[src/rtl/inst_fetch_if.sv]
// Fetch-stage bundle: fetch enable, instruction-memory request/response,
// execute redirect and the decode valid/ready handshake.
interface inst_fetch_if;
  logic        fetch_en;
  logic        imem_req_valid;
  logic        imem_req_ready;
  logic [31:0] imem_req_addr;
  logic        imem_rsp_valid;
  logic [31:0] imem_rsp_data;
  logic        redirect_valid;
  logic [31:0] redirect_pc;
  logic        inst_valid;
  logic        inst_ready;
  logic [31:0] instruction;
  logic [31:0] inst_pc;

  modport master (
    input  fetch_en,
    output imem_req_valid, imem_req_addr,
    input  imem_req_ready, imem_rsp_valid, imem_rsp_data,
    input  redirect_valid, redirect_pc,
    output inst_valid, instruction, inst_pc,
    input  inst_ready
  );

  modport slave (
    output fetch_en,
    input  imem_req_valid, imem_req_addr,
    output imem_req_ready, imem_rsp_valid, imem_rsp_data,
    output redirect_valid, redirect_pc,
    input  inst_valid, instruction, inst_pc,
    output inst_ready
  );
endinterface

[src/rtl/inst_fetch.sv]
// Instruction fetch stage: PC, credit-limited imem requests, in-order fetch FIFO,
// redirect flush/drain. Define FETCH_STALL_CNT_EN to add the stall_count output.
module inst_fetch #(
  parameter logic [31:0] RESET_PC   = 32'h0000_0000,
  parameter int unsigned FIFO_DEPTH = 4,
  parameter int unsigned CNT_W      = 3
) (
  input logic          clk,
  input logic          rst_n,
  inst_fetch_if.master bus
`ifdef FETCH_STALL_CNT_EN
  ,
  output logic [31:0]  stall_count
`endif
);
  localparam int unsigned PTR_W = (FIFO_DEPTH > 1) ? $clog2(FIFO_DEPTH) : 1;
  localparam logic [1:0]  IDLE  = 2'd0;
  localparam logic [1:0]  FETCH = 2'd1;
  localparam logic [1:0]  DRAIN = 2'd2;
  localparam logic [31:0] NOP   = 32'h0000_0013;

  logic [1:0]       state_q, state_d;
  logic [31:0]      pc_q, pc_d;
  logic [CNT_W-1:0] out_q, out_d, drop_q, drop_d, count_q, count_d;
  logic [PTR_W-1:0] wr_q, wr_d, rd_q, rd_d, pq_wr_q, pq_wr_d, pq_rd_q, pq_rd_d;
  logic [31:0]      data_q [FIFO_DEPTH];
  logic [31:0]      data_d [FIFO_DEPTH];
  logic [31:0]      pcs_q  [FIFO_DEPTH];
  logic [31:0]      pcs_d  [FIFO_DEPTH];
  logic [31:0]      pq_q   [FIFO_DEPTH];
  logic [31:0]      pq_d   [FIFO_DEPTH];

  logic [CNT_W:0] credit_used;
  logic req_valid, acc, rsp, rsp_keep, rsp_drop, pop, push;

  always_comb begin
    credit_used = (CNT_W+1)'(count_q) + (CNT_W+1)'(out_q);
    req_valid   = (state_q == FETCH) && bus.fetch_en && (credit_used < (CNT_W+1)'(FIFO_DEPTH));
    acc         = req_valid && bus.imem_req_ready;
    rsp         = bus.imem_rsp_valid;
    rsp_drop    = rsp && (drop_q != '0);
    rsp_keep    = rsp && (drop_q == '0);
    pop         = (count_q != '0) && bus.inst_ready;
    push        = rsp_keep && !bus.redirect_valid;
  end

  always_comb begin
    state_d = state_q;
    pc_d    = pc_q;
    out_d   = out_q;
    drop_d  = drop_q;
    count_d = count_q;
    wr_d    = wr_q;
    rd_d    = rd_q;
    pq_wr_d = pq_wr_q;
    pq_rd_d = pq_rd_q;
    data_d  = data_q;
    pcs_d   = pcs_q;
    pq_d    = pq_q;
    if (bus.redirect_valid) begin
      // Everything still in flight (incl. a request accepted now) becomes drop
      // credit; a response arriving now retires one of those either way.
      pc_d    = {bus.redirect_pc[31:2], 2'b00};
      drop_d  = drop_q + out_q + CNT_W'(acc) - CNT_W'(rsp);
      out_d   = '0;
      count_d = '0;
      wr_d    = '0;
      rd_d    = '0;
      pq_wr_d = '0;
      pq_rd_d = '0;
      state_d = (drop_d != '0) ? DRAIN : FETCH;
    end else begin
      if (acc) begin
        pc_d           = pc_q + 32'd4;
        pq_d[pq_wr_q]  = pc_q;
        pq_wr_d        = pq_wr_q + PTR_W'(1);
      end
      if (push) begin
        data_d[wr_q] = bus.imem_rsp_data;
        pcs_d[wr_q]  = pq_q[pq_rd_q];
        wr_d         = wr_q + PTR_W'(1);
        pq_rd_d      = pq_rd_q + PTR_W'(1);
      end
      if (pop) rd_d = rd_q + PTR_W'(1);
      count_d = count_q + CNT_W'(push) - CNT_W'(pop);
      out_d   = out_q + CNT_W'(acc) - CNT_W'(rsp_keep);
      drop_d  = drop_q - CNT_W'(rsp_drop);
      case (state_q)
        IDLE:    if (bus.fetch_en) state_d = FETCH;
        FETCH:   if (!bus.fetch_en && out_d == '0) state_d = IDLE;
        DRAIN:   if (drop_d == '0) state_d = bus.fetch_en ? FETCH : IDLE;
        default: state_d = IDLE;
      endcase
    end
  end

  always_ff @(posedge clk or negedge rst_n) begin
    if (!rst_n) begin
      state_q <= IDLE;
      pc_q    <= RESET_PC;
      out_q   <= '0;
      drop_q  <= '0;
      count_q <= '0;
      wr_q    <= '0;
      rd_q    <= '0;
      pq_wr_q <= '0;
      pq_rd_q <= '0;
      for (int unsigned i = 0; i < FIFO_DEPTH; i++) begin
        data_q[i] <= NOP;
        pcs_q[i]  <= '0;
        pq_q[i]   <= '0;
      end
    end else begin
      state_q <= state_d;
      pc_q    <= pc_d;
      out_q   <= out_d;
      drop_q  <= drop_d;
      count_q <= count_d;
      wr_q    <= wr_d;
      rd_q    <= rd_d;
      pq_wr_q <= pq_wr_d;
      pq_rd_q <= pq_rd_d;
      data_q  <= data_d;
      pcs_q   <= pcs_d;
      pq_q    <= pq_d;
    end
  end

  assign bus.imem_req_valid = req_valid;
  assign bus.imem_req_addr  = pc_q;
  assign bus.inst_valid     = (count_q != '0);
  assign bus.instruction    = data_q[rd_q];
  assign bus.inst_pc        = pcs_q[rd_q];

  // The request credit limit makes this unreachable.
  a_no_overflow: assert property (@(posedge clk) disable iff (!rst_n)
    !(push && !pop && count_q == CNT_W'(FIFO_DEPTH)));

`ifdef FETCH_STALL_CNT_EN
  logic [31:0] stall_q, stall_d;

  always_comb begin
    stall_d = stall_q;
    if (bus.inst_ready && count_q == '0 && stall_q != '1) stall_d = stall_q + 32'd1;
  end

  always_ff @(posedge clk or negedge rst_n) begin
    if (!rst_n) stall_q <= '0;
    else        stall_q <= stall_d;
  end

  assign stall_count = stall_q;
`endif
endmodule
[src/flat_wrapper.sv]
// flat-port wrapper written by rule: the top's interface ports become plain ports
module inst_fetch_flat 
#(
  parameter logic [31:0] RESET_PC   = 32'h0000_0000,
  parameter int unsigned FIFO_DEPTH = 4,
  parameter int unsigned CNT_W      = 3
)
  (clk, rst_n, bus_fetch_en, bus_imem_req_valid, bus_imem_req_addr, bus_imem_req_ready, bus_imem_rsp_valid, bus_imem_rsp_data, bus_redirect_valid, bus_redirect_pc, bus_inst_valid, bus_instruction, bus_inst_pc, bus_inst_ready);
  inst_fetch_if bus_i ();
  input logic clk;
  input logic rst_n;
  input wire logic [$bits(bus_i.fetch_en)-1:0] bus_fetch_en;
  output wire logic [$bits(bus_i.imem_req_valid)-1:0] bus_imem_req_valid;
  output wire logic [$bits(bus_i.imem_req_addr)-1:0] bus_imem_req_addr;
  input wire logic [$bits(bus_i.imem_req_ready)-1:0] bus_imem_req_ready;
  input wire logic [$bits(bus_i.imem_rsp_valid)-1:0] bus_imem_rsp_valid;
  input wire logic [$bits(bus_i.imem_rsp_data)-1:0] bus_imem_rsp_data;
  input wire logic [$bits(bus_i.redirect_valid)-1:0] bus_redirect_valid;
  input wire logic [$bits(bus_i.redirect_pc)-1:0] bus_redirect_pc;
  output wire logic [$bits(bus_i.inst_valid)-1:0] bus_inst_valid;
  output wire logic [$bits(bus_i.instruction)-1:0] bus_instruction;
  output wire logic [$bits(bus_i.inst_pc)-1:0] bus_inst_pc;
  input wire logic [$bits(bus_i.inst_ready)-1:0] bus_inst_ready;
  assign bus_i.fetch_en = bus_fetch_en;
  assign bus_imem_req_valid = bus_i.imem_req_valid;
  assign bus_imem_req_addr = bus_i.imem_req_addr;
  assign bus_i.imem_req_ready = bus_imem_req_ready;
  assign bus_i.imem_rsp_valid = bus_imem_rsp_valid;
  assign bus_i.imem_rsp_data = bus_imem_rsp_data;
  assign bus_i.redirect_valid = bus_redirect_valid;
  assign bus_i.redirect_pc = bus_redirect_pc;
  assign bus_inst_valid = bus_i.inst_valid;
  assign bus_instruction = bus_i.instruction;
  assign bus_inst_pc = bus_i.inst_pc;
  assign bus_i.inst_ready = bus_inst_ready;
  inst_fetch #(.RESET_PC(RESET_PC), .FIFO_DEPTH(FIFO_DEPTH), .CNT_W(CNT_W)) u_core (.clk(clk), .rst_n(rst_n), .bus(bus_i));
endmodule
[config.mk]
export PLATFORM = sky130hd
export DESIGN_NAME = inst_fetch_flat
export DESIGN_NICKNAME = d
export VERILOG_FILES = /design/src/rtl/inst_fetch_if.sv /design/src/rtl/inst_fetch.sv /design/src/flat_wrapper.sv
export SDC_FILE = /design/constraint.sdc
export NUM_CORES = 1
export LEC_CHECK = 0
export ABC_CLOCK_PERIOD_IN_PS = 3600
export CORE_MARGIN = 1.5
export CORE_UTILIZATION = 45
export DETAILED_ROUTE_END_ITERATION = 12
export DONT_BUFFER_PORTS = 1
export GPL_ROUTABILITY_DRIVEN = 0
export PLACE_DENSITY = 0.67
export SLEW_MARGIN = 0
export SYNTH_ARGS = -nofsm -noshare
export SYNTH_HDL_FRONTEND = slang
export SYNTH_SLANG_ARGS = --single-unit
[constraint.sdc]
create_clock -name clk -period 3.6 [get_ports clk]
set_input_delay 0.36 -clock clk [delete_from_list [all_inputs] [get_ports clk]]
set_output_delay 0.36 -clock clk [all_outputs]
set_load 0.005 [all_outputs]
# Word level (Yosys, flattened, before mapping)
# Cells that the tools add are included.
dict set report word_totals {
  regBits 435
  in_bits 71
  word_cells 113
}
dict set report op_classes {
  addsub 14
  n_lt_le_gt_ge 7
  eq_ne 5
  mux 36
  bitwise_logic 5
  n_reduce_logical 25
}
# operator n
set op_table {}
lappend op_table {{bitwise mux 128 bit} 3}
lappend op_table {{two-way mux 32 bit} 10}
lappend op_table {{binary-select mux 32 bit (select 2 bit)} 3}
lappend op_table {{demux 32 bit (select 2 bit)} 2}
lappend op_table {{adder 32 x 3 -> 32 bit (second input constant)} 1}
lappend op_table {{two-way mux 2 bit} 13}
lappend op_table {{greater-or-equal comparator 3 bit (second input constant)} 4}
lappend op_table {{NOT 2 -> 3 bit} 4}
lappend op_table {{subtractor 3 x 1 -> 3 bit} 4}
lappend op_table {{logical AND 1 bit} 10}
lappend op_table {{adder 3 x 1 -> 3 bit} 3}
lappend op_table {{logical NOT 3 bit} 3}
lappend op_table {{two-way mux 3 bit} 3}
lappend op_table {{nonzero test 3 bit} 3}
lappend op_table {{adder 2 x 1 -> 2 bit (second input constant)} 4}
lappend op_table {{less-than comparator 3 x 1 -> 1 bit (second input constant)} 2}
lappend op_table {{!= test 3 bit (second input constant)} 2}
lappend op_table {{one-hot mux 2 bit (3 select lines)} 1}
lappend op_table {{nonzero test 2 bit} 3}
lappend op_table {{adder 3 x 3 -> 4 bit} 1}
lappend op_table {{less-than comparator 4 x 3 -> 1 bit (second input constant)} 1}
lappend op_table {{AND reduction 2 bit} 2}
lappend op_table {{adder 3 bit} 1}
lappend op_table {{!= test 3 x 2 -> 1 bit (second input constant)} 1}
lappend op_table {{other kinds (7)} 8}

# Logic depth before layout (Yosys ltp)
dict set report depth {
  depth_word 11
  depth_mapped 11
  depth_no_buf 11
}

# Worst setup path after synthesis
# Ideal clock, no wire load.
dict set report synth_timing {
  kind {reg-to-reg}
  start {register u_core.count_q[1]}
  end {register u_core.state_q[0]}
  setup_time_ns 0.129
  t_arrival_ns 2.747
  slack_ns 0.725
  path_stages_with_launch 12
  synth_period_minus_slack_ns 2.875
  path_cell_list {dfrtp_1 > ha_1 > nor4b_1 > nand4_1 > inv_1 > fa_1 > inv_1 > fa_1 > xnor2_1 > xnor3_1 > nand4b_1 > o21ai_0}
}
dict set report synth_via {
  elab_chain_len 10
}
# element line
set synth_rtl {}
lappend synth_rtl {{start, declared} inst_fetch.sv:24} ;# logic [CNT_W-1:0] out_q, out_d, drop_q, drop_d, count_q, count_d;
lappend synth_rtl {{start signal, assigned} inst_fetch.sv:118} ;# count_q <= count_d;
lappend synth_rtl {{adder 3 x 3 -> 4 bit (*)} inst_fetch.sv:37} ;# credit_used = (CNT_W+1)'(count_q) + (CNT_W+1)'(out_q);
lappend synth_rtl {{less-than comparator 4 x 3 -> 1 bit (*)} inst_fetch.sv:38} ;# req_valid = (state_q == FETCH) && bus.fetch_en && (credit_used < (CNT_W+1)'(FIFO_DEPTH));
lappend synth_rtl {{logical AND 1 bit (*)} inst_fetch.sv:38}
lappend synth_rtl {{logical AND 1 bit (*)} inst_fetch.sv:39} ;# acc = req_valid && bus.imem_req_ready;
lappend synth_rtl {{adder 3 x 1 -> 3 bit} inst_fetch.sv:86} ;# out_d = out_q + CNT_W'(acc) - CNT_W'(rsp_keep);
lappend synth_rtl {{subtractor 3 x 1 -> 3 bit} inst_fetch.sv:86}
lappend synth_rtl {{logical NOT 3 bit} inst_fetch.sv:90} ;# FETCH: if (!bus.fetch_en && out_d == '0) state_d = IDLE;
lappend synth_rtl {{logical AND 1 bit} inst_fetch.sv:90}
lappend synth_rtl {{!= test 3 bit (no line)} -}
lappend synth_rtl {{AND reduction 3 bit (no line)} -}
lappend synth_rtl {{end signal, assigned} inst_fetch.sv:114} ;# state_q <= state_d;
lappend synth_rtl {{end, declared} inst_fetch.sv:22} ;# logic [1:0] state_q, state_d;
# Mark *: on every way between the ends. The rest lies on a longest branch, timed or not.
# A chain may end at the register's enable or synchronous reset.

# Worst setup path after layout
# Ends and elaborated chain as after synthesis.

==> summary.md <==
| Metric | Value |
|---|---|
| Outcome | complete, but fails checks |
| Failing checks | negative hold slack |
| FF+latch count, synth | 417 |
| Share of async-settable or async-resettable flops after synthesis | 1.00 |
| Clk_skew | 30.7 ps |
| Setup repair bufs after CTS | 0 |
| DRC Markers | 0 |
| Cells on worst reg2reg path | 11 |
| Largest family of logic cells by synthesized area | multiplexers |
| Start-to-end type of the worst setup path | register to register |
| Largest net degree at the start of global routing | around 420 |
| Arrival time at the worst endpoint | 3440 ps |
| Compound-Gate Fraction of Synth Area | 0.0251 |
| Initial antenna violation count | 0 |
| Post-synthesis average cell area | 14.9 um2 |
| Number of inserted filler cells in the final layout | between 3000 and 4000 |
| Hold buffer count at CTS | 60 |
| Number of nets with antenna violations after detailed routing | 0 |
| Instance count of the mapped netlist | 1281 |
| Setup crit end kind | register |
| EDFF count, synth | 0 |
| Data required time at the worst endpoint | 4050 ps |
| Core Util, Final | 0.519 |
| Warnings, synthesis | 0 |
| Measured slew at the worst slew-check pin | 1100 ps |
| Insertion delay to the later sink of the worst-skew pair | 570 ps |
| Cell internal pwr | 9.68 mW |
| Average wire per standard cell | 21.6 um |
| Clock buffers created by TritonCTS | 44 |
| Maximum capacitance violations | 0 |
| Effective utilization at floorplan | 0.456 |
| Seq pwr share | 0.452 |
| Distinct cell type count after synthesis | 56 |
| CTS tree | built |
| Final period utilization | 0.831 |
| Xor-xnor portion of the synthesized cell area | 0.00898 |
| Final Hold Slack | -491 ps |
| Clock group share of total power | 0.347 |
| Final number of max-transition violations | 0 |
| 1st-pass router iterations | 4 |
| GRT Residual Overflow | 0 |
| Area taken by flip-flops and latches | 10500 um2 |
| Headroom to the max-slew limit | 0.269 |
| Y dimension of the die | 209 um |
| Critical Path Start Type | register |
| Share of Yosys cell area claimed by the top area cell type | 0.531 |
| Achievable frequency | 0.334 GHz |
| Final worst-path setup slack | approximately 610 ps |
| Switching share of power | 0.270 |
| Final period demand of the worst path | 2990 ps |
| Basic-gate share of the synthesized area counting and, or, nand and nor cells | 0.0491 |
| Buffer depth of the longest clock path | 3 |
| Number of nets in the layout | between 1000 and 1500 |
| Vias per Instance | ~5.8 |
| Number of buffers added on ports | 0 |
| All-layer global routing usage | 0.192 |
| Clock-pin transition on the worst setup and hold timing paths | around 60 ps |
| Via count of the first global-routing pass | 11800 |
| Primary FF master, synth | dfrtp_1 |
| # resized after CTS | 0 |
| Unrepaired setup endpoints after global routing | false |
| Endpoint of the worst-slack reg-to-reg timing path | u_core.state_q[0]$_DFFE_PN0P_ |
| DPL Wire Length | approximately 24000 um |
| Share of the yosys chip area belonging to registers | 0.548 |
| Clock tree root buffer cell | clkbuf_16 |
| Final antenna diode count | 0 |
| FF-to-FF Start | u_core.count_q[1]$_DFF_PN0_ |
| Switching power | 3.59 mW |
| Count of endpoints failing setup in the final report | 0 |
| Combinational share of power | 0.201 |
| Row cnt | 75 |
| Core area | approximately 42000 um2 |
| Yosys top cell by area | dfrtp_1 |
| Reported leakage power | 10.2 nW |
| Multi-input gate area in the final layout | 8190 um2 |
| Detailed-route wire length | about 40000 um |
| Final Hold Violating Endpoints | 410 |
| Area added between synthesis and finish | 13.8% |
| Setup TNS after final layout | 0 ps |
| Num Clock Sinks | approximately 420 |
| Fraction of the mapped netlist area in adder cells | 0.0167 |
| Worst supply voltage drop on vdd | between 0.4 and 0.5 mV |
| Pwr per Cell Area | 611 nW/um2 |
| Overall die area | between 40000 and 50000 um2 |
| Global-route wire length before repair | 66200 um |
| Combined area of all synthesized cells | ~19000 um2 |
| Fraction of final layout cells sized beyond drive strength 1 | 0.417 |
| Iteration-0 DRC Markers | 714 |
| Post-place setup slack | 648 ps |
| Share of cell area taken by muxes after synthesis | 0.327 |
| Horizontal die dimension | 209 um |
| Vias | 11000 |
| Io pins | ~170 |
| Reg2reg setup slack | 610 ps |
| Most area-consuming cells after synthesis | dfrtp_1 53%, mux2_2 21%, mux4_2 11% |
| Biggest fanout along the worst timing path | 5 |
| Depth of the CTS H-tree | 2 |
| Min-delay worst type | input port to asynchronous set/reset pin |
==> routing by layer <==
metal  vias up  GRT usage  part of all wire
li1       4829          -                 -
met1      5834      0.260              0.46
met2       230      0.316              0.48
met3        58     0.0377             0.050
met4         0     0.0557             0.018
met5         -          0                 0
==> critical path, stage by stage (launching register included) <==
cell and delay (ps):
dfrtp_1 430, ha_1 240, nor4b_1 470, nand4_1 210, inv_1 150, fa_1 190
inv_1 50, fa_1 380, xnor2_1 250, xnor3_1 260, nand4b_1 130, o21ai_0 110
==> cells in the mapped netlist (6+ instances only) <==
cell and instances:
nor4_1 6, clkbuf_1 80, and4_1 7, nand4_1 18, buf_1 13, a21oi_1 6, mux2_1 18, xnor2_1 11
o21ai_0 20, or4_1 13, a31oi_1 14, nand2_1 29, mux2_2 350, mux4_2 92, inv_1 20, dfstp_2 12
nor2_1 31, xor2_1 6, nor2b_1 12, nand3_1 22, o31ai_1 10, ha_1 19, dfrtp_1 405
==> logic make-up (layout without fill, tap and decap cells) <==
group,Yosys count,count (layout)
muxes,463,463
adders and majority gates,23,23
buffers and inverters,120,182
other,1,4
and+or+nand+nor,167,167
xor gates and xnor gates,18,18
AOI/OAI and AO/OA,72,72
DFF,417,417
==> power groups by stage <==
| stage | clock, mW | sequential (mW) | combinational (mW) |
|---|---|---|---|
| 3_3_place_gp | 0 | 6.03 | 2.56 |
| 6_report | 4.60 | 5.99 | 2.67 |
| 3_5_place_dp | 0 | 6.08 | 2.63 |
| 4_1_cts | 4.75 | 6.00 | 2.71 |
| 2_1_floorplan | 0 | 5.73 | 2.26 |
| 5_1_grt | 4.92 | 6.10 | 2.93 |
==> worst max path at each step <==
| stage | to | cells after the start | startpoint | slack, ps |
|---|---|---|---|---|
| finish | u_core.state_q[0]$_DFFE_PN0P_ | 11 | u_core.count_q[1]$_DFF_PN0_ | 610 |
| global route | u_core.state_q[0]$_DFFE_PN0P_ | 11 | u_core.count_q[1]$_DFF_PN0_ | 360 |
| CTS | u_core.state_q[0]$_DFFE_PN0P_ | 11 | u_core.count_q[1]$_DFF_PN0_ | 590 |
| detailed placement | u_core.state_q[0]$_DFFE_PN0P_ | 11 | u_core.count_q[1]$_DFF_PN0_ | 650 |
| global placement | u_core.state_q[0]$_DFFE_PN0P_ | 11 | u_core.count_q[1]$_DFF_PN0_ | 690 |
| floorplan | u_core.state_q[0]$_DFFE_PN0P_ | 11 | u_core.count_q[1]$_DFF_PN0_ | 720 |
==> metrics by stage <==
| stage | cell area [um2] | hold slack [ps] | instances | power [mW] |
|---|---|---|---|---|
| global route | 21700 | -521 | 1885 | 14.0 |
| finish | 21700 | -491 | 1885 | 13.3 |
| CTS | 21700 | -526 | 1885 | 13.5 |
| global placement | 19600 | 95.1 | 1744 | 8.59 |
| floorplan | 19100 | 64.4 | 1284 | 7.99 |
| detailed placement | 19600 | 93.8 | 1744 | 8.71 |
==> state kept, by name, indices dropped and copies added, names as in the netlist <==
signal	count
u_core.bus.imem_req_addr	30
u_core.count_q	3
u_core.data_q	128
u_core.drop_q	3
u_core.out_q	3
u_core.pcs_q	120
u_core.pq_q	120
u_core.pq_rd_q	2
u_core.pq_wr_q	2
u_core.rd_q	2
u_core.state_q	2
u_core.wr_q	2
==> placed cells by master, fill, tap and decap left out, drive strengths merged, types with 11 or more instances in the layout <==
cell type	count
dfrtp	405
mux2	368
mux4	92
clkbuf	62
dlygate4sd3	59
nor2	31
nand2	29
nand3	22
inv	22
buf	22
o21ai	20
ha	19
nand4	18
a31oi	14
or4	14
nor2b	12
dfstp	12
xnor2	11
==> final cells by class <==
class                   instances  area share
clock buffers                  62      0.0599
clock inverters                19     0.00865
inverters                      20     0.00346
multi-input cells             747       0.377
flip-flops and latches        417       0.482
well taps                     539      0.0311
repair buffers                 81      0.0377
No activity file was read; power rests on OpenSTA's default activity.
